## src/rtl/control_unit_pipe.sv

```systemverilog
// ---------------------------------------------------------------------------
// control_unit_pipe
//
// Decode-to-execute control unit. It decodes opcode and funct7 into datapath
// control signals and registers them into the EX stage, so an instruction
// accepted at one clock edge appears on the outputs right after that edge.
// A multiply (R-type opcode with funct7 = 0000001) takes MUL_LATENCY cycles.
// The unit holds off upstream with a combinational stall while the multiply
// runs. A bubble is inserted on flush, when no valid instruction is present,
// and for unknown opcodes.
//
// Optional feature macro: CU_ILLEGAL_TRAP_EN
//   When defined, the registered output illegal_op pulses for one cycle. The
//   pulse lines up with the bubble produced by an accepted unknown opcode.
//   When undefined, that port does not exist.
//
// Parameters
//   MUL_LATENCY  multiply latency in cycles (1..16); 1 = single cycle, no stall
//   CNT_W        multiply counter width; must hold MUL_LATENCY-1
//
// Ports
//   clk        in   rising-edge clock
//   arst_n     in   asynchronous active-low reset
//   valid_in   in   opcode/funct7 carry a valid instruction this cycle
//   opcode     in   instr[6:0]
//   funct7     in   instr[31:25]
//   flush      in   kill the in-flight instruction (taken branch or jump)
//   stall      out  combinational; upstream holds its instruction while 1
//   valid_out  out  EX-stage control word is valid
//   alu_op     out  00 add, 01 sub, 10 R-type, 11 mult
//   alu_src, mem_2_reg, reg_write, mem_read, mem_write, branch, jump  out
//   illegal_op out  (CU_ILLEGAL_TRAP_EN only) unknown-opcode pulse
//   state_dbg  out  FSM state (0 = IDLE, 1 = MUL)
//   cnt_dbg    out  multiply cycle counter
//
// Handshake: the unit accepts an instruction at a clock edge when
// valid_in & ~stall & ~flush is true at that edge. While stall is 1,
// upstream must keep presenting the same instruction. valid_out marks a
// complete control word; there is no back-pressure from EX.
// ---------------------------------------------------------------------------
module control_unit_pipe #(
  parameter int MUL_LATENCY = 4,
  parameter int CNT_W       = 4
) (
  input  logic             clk,
  input  logic             arst_n,
  input  logic             valid_in,
  input  logic [6:0]       opcode,
  input  logic [6:0]       funct7,
  input  logic             flush,
  output logic             stall,
  output logic             valid_out,
  output logic [1:0]       alu_op,
  output logic             alu_src,
  output logic             mem_2_reg,
  output logic             reg_write,
  output logic             mem_read,
  output logic             mem_write,
  output logic             branch,
  output logic             jump,
`ifdef CU_ILLEGAL_TRAP_EN
  output logic             illegal_op,
`endif
  output logic             state_dbg,
  output logic [CNT_W-1:0] cnt_dbg
);

  // FSM states
  localparam logic [0:0] S_IDLE = 1'b0;
  localparam logic [0:0] S_MUL  = 1'b1;

  // Opcodes
  localparam logic [6:0] OP_R     = 7'b0110011;
  localparam logic [6:0] OP_I     = 7'b0010011;
  localparam logic [6:0] OP_LOAD  = 7'b0000011;
  localparam logic [6:0] OP_STORE = 7'b0100011;
  localparam logic [6:0] OP_BEQ   = 7'b1100011;
  localparam logic [6:0] OP_JAL   = 7'b1101111;
  localparam logic [6:0] F7_MUL   = 7'b0000001;

  // Control vector bit order: alu_src, mem_2_reg, reg_write, mem_read,
  // mem_write, branch, jump (MSB first).
  localparam int         RW_BIT   = 4;
  localparam logic [6:0] RW_MASK  = 7'b0010000;

  // A 1-cycle multiply never enters the MUL state.
  localparam logic             MULTI_CYCLE = (MUL_LATENCY > 1);
  localparam logic [CNT_W-1:0] CNT_LOAD    = CNT_W'(MUL_LATENCY - 1);
  localparam logic [CNT_W-1:0] CNT_ONE     = CNT_W'(1);

  // -------------------------------------------------------------------------
  // Decode (combinational)
  // -------------------------------------------------------------------------
  logic       dec_known;
  logic       dec_mul;
  logic [6:0] dec_ctrl;
  logic [1:0] dec_alu;

  always_comb begin
    dec_known = 1'b1;
    dec_mul   = 1'b0;
    dec_ctrl  = 7'b0000000;
    dec_alu   = 2'b00;
    case (opcode)
      OP_R: begin
        dec_ctrl = 7'b0010000;
        if (funct7 == F7_MUL) begin
          dec_alu = 2'b11;
          dec_mul = 1'b1;
        end else begin
          dec_alu = 2'b10;
        end
      end
      OP_I:     dec_ctrl = 7'b1010000;
      OP_LOAD:  dec_ctrl = 7'b1111000;
      OP_STORE: dec_ctrl = 7'b1000100;
      OP_BEQ: begin
        dec_ctrl = 7'b0000010;
        dec_alu  = 2'b01;
      end
      OP_JAL: begin
        dec_ctrl = 7'b0000001;
        dec_alu  = 2'b10;
      end
      default:  dec_known = 1'b0;
    endcase
  end

  // -------------------------------------------------------------------------
  // State, counter and EX-stage registers
  // -------------------------------------------------------------------------
  logic [0:0]       state_q;
  logic [CNT_W-1:0] cnt_q;
  logic [6:0]       ctrl_q;
  logic [1:0]       alu_q;
  logic             valid_q;
  logic             illegal_q;
  logic             accept;

  // Flush overrides the stall so upstream can redirect at once.
  assign stall  = (state_q == S_MUL) & ~flush;
  assign accept = valid_in & ~stall & ~flush;

  always_ff @(posedge clk or negedge arst_n) begin
    if (!arst_n) begin
      state_q   <= S_IDLE;
      cnt_q     <= '0;
      ctrl_q    <= '0;
      alu_q     <= 2'b00;
      valid_q   <= 1'b0;
      illegal_q <= 1'b0;
    end else if (flush) begin
      // Kill everything in flight, including a multiply before its write.
      state_q   <= S_IDLE;
      cnt_q     <= '0;
      ctrl_q    <= '0;
      alu_q     <= 2'b00;
      valid_q   <= 1'b0;
      illegal_q <= 1'b0;
    end else if (state_q == S_MUL) begin
      // Inputs are ignored here; the MUL word stays registered with
      // reg_write low until the final cycle.
      illegal_q <= 1'b0;
      if (cnt_q == CNT_ONE) begin
        state_q        <= S_IDLE;
        cnt_q          <= '0;
        ctrl_q[RW_BIT] <= 1'b1;
        valid_q        <= 1'b1;
      end else begin
        cnt_q <= cnt_q - CNT_ONE;
      end
    end else begin
      illegal_q <= 1'b0;
      if (accept && dec_known) begin
        alu_q <= dec_alu;
        if (dec_mul && MULTI_CYCLE) begin
          state_q <= S_MUL;
          cnt_q   <= CNT_LOAD;
          ctrl_q  <= dec_ctrl & ~RW_MASK;
          valid_q <= 1'b0;
        end else begin
          ctrl_q  <= dec_ctrl;
          valid_q <= 1'b1;
        end
      end else begin
        // Bubble: no instruction, or an unknown opcode.
        ctrl_q    <= '0;
        alu_q     <= 2'b00;
        valid_q   <= 1'b0;
        illegal_q <= accept & ~dec_known;
      end
    end
  end

  // -------------------------------------------------------------------------
  // Outputs
  // -------------------------------------------------------------------------
  assign alu_src   = ctrl_q[6];
  assign mem_2_reg = ctrl_q[5];
  assign reg_write = ctrl_q[4];
  assign mem_read  = ctrl_q[3];
  assign mem_write = ctrl_q[2];
  assign branch    = ctrl_q[1];
  assign jump      = ctrl_q[0];
  assign alu_op    = alu_q;
  assign valid_out = valid_q;
  assign state_dbg = state_q[0];
  assign cnt_dbg   = cnt_q;

`ifdef CU_ILLEGAL_TRAP_EN
  assign illegal_op = illegal_q;
`else
  // Without the trap port the flag has no reader.
  logic unused_illegal;
  assign unused_illegal = illegal_q;
`endif

endmodule

```

## config.mk

```make
export PLATFORM = sky130hd
export DESIGN_NAME = control_unit_pipe
export DESIGN_NICKNAME = d
export VERILOG_FILES = /design/src/rtl/control_unit_pipe.sv
export SDC_FILE = /design/constraint.sdc
export NUM_CORES = 1
export LEC_CHECK = 0
export CAP_MARGIN = 0
export CORE_UTILIZATION = 42
export DETAILED_ROUTE_END_ITERATION = 12
export PLACE_DENSITY = 0.83
export SLEW_MARGIN = 30
export SYNTH_ARGS = -nofsm -noshare
export SYNTH_HDL_FRONTEND = slang
export SYNTH_SLANG_ARGS = --single-unit
```

## constraint.sdc

```tcl
create_clock -name clk -period 1.9 [get_ports clk]
set_clock_uncertainty 0.05 [all_clocks]
set_input_delay 0.38 -clock clk [delete_from_list [all_inputs] [get_ports clk]]
set_output_delay 0.38 -clock clk [all_outputs]
set_load 0.01 [all_outputs]
```

Yosys cells after proc, flatten, opt, wreduce, memory -nomap -nowiden:

Cells that the tools add are included.

* memory bits (read-only): 0
* word-level logic and storage cells: 57
* bits in latches: 0
* register bits: 15
* memories: 0
* RAM bits: 0
* bits of input ports: 18
* output and inout bits: 16

* muxes and demuxes: 30
* bitwise operators: 5
* div/mod/pow operators: 0
* equal/unequal tests: 10
* shifts and indexed selects: 0
* magnitude comparators: 0
* multipliers: 0
* reductions and logical operators: 5
* add/sub/neg operators: 1

Operator list (number)
* 7-bit one-hot mux with 6 select lines: 1
* 4-bit 2-to-1 mux: 6
* 1-bit 2-to-1 mux: 15
* 7-bit by 6-bit equality test with 1-bit output (second input constant): 2
* 7-bit equality test (second input constant): 2
* 7-bit 2-to-1 mux: 2
* 2-bit 2-to-1 mux: 4
* 7-bit by 1-bit equality test with 1-bit output (second input constant): 1
* 7-bit by 2-bit equality test with 1-bit output (second input constant): 1
* 7-bit by 5-bit equality test with 1-bit output (second input constant): 1
* 2-bit one-hot mux with 3 select lines: 1
* 3-bit nonzero test: 2
* 6-bit OR reduction: 1
* 5-bit 2-to-1 mux: 1
* 4-bit by 1-bit equality test with 1-bit output (second input constant): 1
* 4-bit by 1-bit subtractor with 4-bit output (second input constant): 1
* 1-bit AND: 3
* 3-bit by 2-bit != test with 1-bit output (second input constant): 1
* 2-bit != test (second input constant): 1
* 1-bit NOT: 2
* 2-bit AND reduction: 1
* 1-bit logical AND: 1

Depth between registers and ports, before layout:

* depth in word-level cells: 9
* depth in mapped cells: 6
* mapped depth without buffers: 6

Least setup slack after synthesis:

OpenSTA, ideal clock, no wires.

* kind: reg2reg
* start point: register state_q (netlist: state_dbg)
* end point: register cnt_q[3] (netlist: cnt_dbg[3])
* clock period less this slack: 1.431 ns
* buffers on the path: 1
* cell stages (with the launch flop): 6
* data required time: 1.730 ns
* slack: 0.469 ns
* library setup time: 0.120 ns
* arrival time: 1.261 ns
* cell sequence: dfrtp_1 -> buf_6 -> nand4b_4 -> nor3b_4 -> nand3_2 -> and2_2

* cells in the longest elaborated chain, start to end: 7
* elaborated cells between the ends (all ways): 10
* those cells by class: 2 x mux; 4 x bitwise; 4 x reduce/logical

Ends and longest elaborated chain
* start, declared: line 132 `logic [0:0] state_q;`
* start signal, assigned: line 146 `state_q <= S_IDLE;`
* start signal, assigned: line 154 `state_q <= S_IDLE;`
* start signal, assigned: line 165 `state_q <= S_IDLE;`
* 1-bit AND: line 141 `assign stall = (state_q == S_MUL) & ~flush;`
* 1-bit NOT: line 142 `assign accept = valid_in & ~stall & ~flush;`
* 1-bit AND (2 in a row): line 142
* 1-bit logical AND: line 174 `if (accept && dec_known) begin`
* 3-bit nonzero test (no source line)
* 2-bit AND reduction (no source line)
* end signal, assigned: line 170 `cnt_q <= cnt_q - CNT_ONE;`
* end, declared: line 133 `logic [CNT_W-1:0] cnt_q;`

Several ways; a longest one is shown, not always the timed one.
A chain may end at the register's enable or synchronous reset.

Worst setup path in the final report:

* start point: register state_q (netlist: state_dbg)
* end point: output state_dbg

RTL lines
* end, declared: line 64 `output logic state_dbg,`

No word-level cell between the ends.

==> run metrics <==
Final setup viols=0; first-pass GRT wire length=between 3000 and 4000 um; initial DRC count=10; Ant. Diodes=0; Netlist cell types=between 40 and 50; yosys warns=0; clk buf depth=2; leading area contributor after synthesis=dfrtp_1; CTS root buf=clkbuf_4; RSZ-0062 raised after global routing=no; commonest cells in the netlist=dfrtp_1 (14), nand2_1 (7), nor2_1 (7), o21ai_0 (6), inv_1 (4); largest net degree at the start of global routing=15; #FFs+latches synth=14; Ports=34; Max-Cap Viols=0; # rows=15; DIE WIDTH=47.1 um; worst path buffer plus inverter count=2; CTS tree=yes; Fmax=about 0.56 GHz; routed len/inst=13.7 um; max_slew headroom=76.2%; GRT Overall Usage=20.8%; Core ar.=1820 sq um; Starting Density=around 47%; DRC viols=0; synthesized area=853 sq um; fin. max-slew vios=0; clock latency on the worst-skew pair=0.28 ns; CTS sink count=14; vias=about 770; Tmin final=roughly 1.8 ns; crit-path max FO=9; fin crit share=93.3%; initial antenna violation count=0; Hold Fails Final Rpt=0; Setup CP Type=reg -> out; clock transition at the registers of the reported paths=about 0.09 ns; Routed Antenna Nets=0; Synth area leaders=dfrtp_1 (41%), o21ai_0 (3.5%), nand2_1 (3.1%); fillcell total=roughly 150; Final GP Congestion=0.758; Post-synth ARST share=between 90% and 100%; nets@finish=142; Port Buffer Count=33; detailed placement HPWL=1540 um; Post-synth EDFFs=0; Layout area overhead=48.7%; DRT Pass-1 Iters=4; CTS HTree Levels=1; slowest stage delay, CP=0.54 ns; total power=slightly below 0.0006 W; kind of start point of the critical path=flip-flop; Crit-path slowest cell=clkdlybuf4s50_1; VDD IR-drop max=0.367 mV; Via-to-Cell Ratio=5.29; Yosys top cell area share=41.1%; CTS buffer count=3; die height=roughly 47 um; outcome=complete, no violations; CP Cell Sequence=buf_4 -> clkdlybuf4s50_1; worst slew pin tran=approximately 0.35 ns; Setup crit end kind=primary output; final hold slack=approximately 0.37 ns; leading register cell type out of synthesis=dfrtp_1; Req. time, crit path=1.47 ns; Routed WL=1990 um; synthesized area per cell=10.5 sq um; top-count cell post-synth=dfrtp_1; share of post-route cells with drive strength above 1=between 10% and 20%; delay-heaviest family, CP=buffers and inverters; worst min-delay path class=in -> async; leakage power=0.539 nW; hold buffers post-CTS=0; grt ovf=0; Gate Count Post-Synth=81; Die ar.=2220 sq um; Seq/Total Area, Yosys=between 40% and 50%; Power Density=around 470 nW/um^2; Synth Net Count=101; number of global-route vias before repair=719; Crit path arrival time=~1.3 ns
placed cells by master (no fill, tap or decap), types with 2 or more instances in the layout:
cell type	n
clkdlybuf4s50_1	32
o21ai_0	6
ha_1	2
and4_1	2
nor2_1	7
dfrtp_1	14
a22o_1	2
clkbuf_4	3
nor2b_1	2
nand2_1	7
inv_1	4
buf_4	7
nand3b_1	2
nor3_1	2
report_power, final:
group	leakage, nW	total, W	internal (W)	switching [W]
clock network	0.0210	0.000214	0.000117	0.0000971
registers	0.196	0.000299	0.000298	0.000000332
logic	0.323	0.0000830	0.0000462	0.0000368
total	0.539	0.000595	0.000461	0.000134
routing by layer:
layer  routed length [um]  track usage (%)  vias up
li1                     -                -      374
met1                  874             24.7      368
met2                 1020             36.7       29
met3                   87             5.00        2
met4                    8             6.86        0
met5                    0                0        -
worst register-to-register path: cells and delay by family, from the launching register on:
kind,cells,cell delay (ns)
flip-flops,1,0.38
AND/OR/NAND/NOR,3,0.60
AO/OA/AOI/OAI,1,0.25
buffers and inverters,1,0.17
state kept, by name (all words and copies together), names as in the netlist:
signal,cells
cnt_dbg,4
ctrl_q,6
valid_out,1
state_dbg,1
alu_op,2
repair_timing:
| action | 4_1_cts | 5_1_grt |
|---|---|---|
| resized for setup | 2 | 0 |
| setup endpoints to repair | 1 | 0 |
| setup buffers | 0 | 0 |
layout make-up:
cell class,instances,area [sq um],area share [%]
clock buffers,4,36.3,2.86
inverters,4,15.0,1.18
multi-input cells,59,454,35.8
flip-flops and latches,14,350,27.6
well taps,25,31.3,2.47
repair buffers,40,382,30.1
cells by family (layout without fill, tap and decap cells):
logic type / after synthesis / in the layout / synth area share (%)
flip-flops: 14 / 14 / 41.1
AO/OA/AOI/OAI: 20 / 20 / 17.9
buffers and inverters: 8 / 48 / 6.01
adder cells (fa/ha/maj): 2 / 2 / 2.93
AND/OR/NAND/NOR: 35 / 35 / 29.9
multiplexers: 1 / 1 / 1.17
XOR/XNOR: 1 / 1 / 1.03
final timing paths:
path | cells past startpoint | start | end | slack [ns]
setup / recovery | 2 | state_dbg$_DFF_PN0_ | state_dbg | 0.13
hold / removal | 2 | arst_n | ctrl_q[6]$_DFFE_PN0N_ | 0.37
setup reg to reg | 5 | state_dbg$_DFF_PN0_ | cnt_dbg[1]$_DFFE_PN0P_ | 0.36
hold reg to reg | 1 | alu_op[1]$_DFFE_PN0N_ | alu_op[1]$_DFFE_PN0N_ | 0.46
max in group asynchronous | 2 | arst_n | ctrl_q[4]$_DFFE_PN0P_ | 1.26
min in group clk | 1 | alu_op[1]$_DFFE_PN0N_ | alu_op[1]$_DFFE_PN0N_ | 0.46
through the flow:
stage          TNS [ns]  instances  cell area [sq um]  setup WS (ns)  util, %
2_1_floorplan         0         81                853          0.469        -
3_3_place_gp     -0.104        142               1230         -0.104     67.6
3_5_place_dp    -0.0973        142               1230        -0.0973     67.6
4_1_cts               0        146               1270          0.120     69.7
5_1_grt               0        146               1270         0.0685     69.7
6_report              0        146               1270          0.128     69.7
Power figures use the tool's default switching activity.
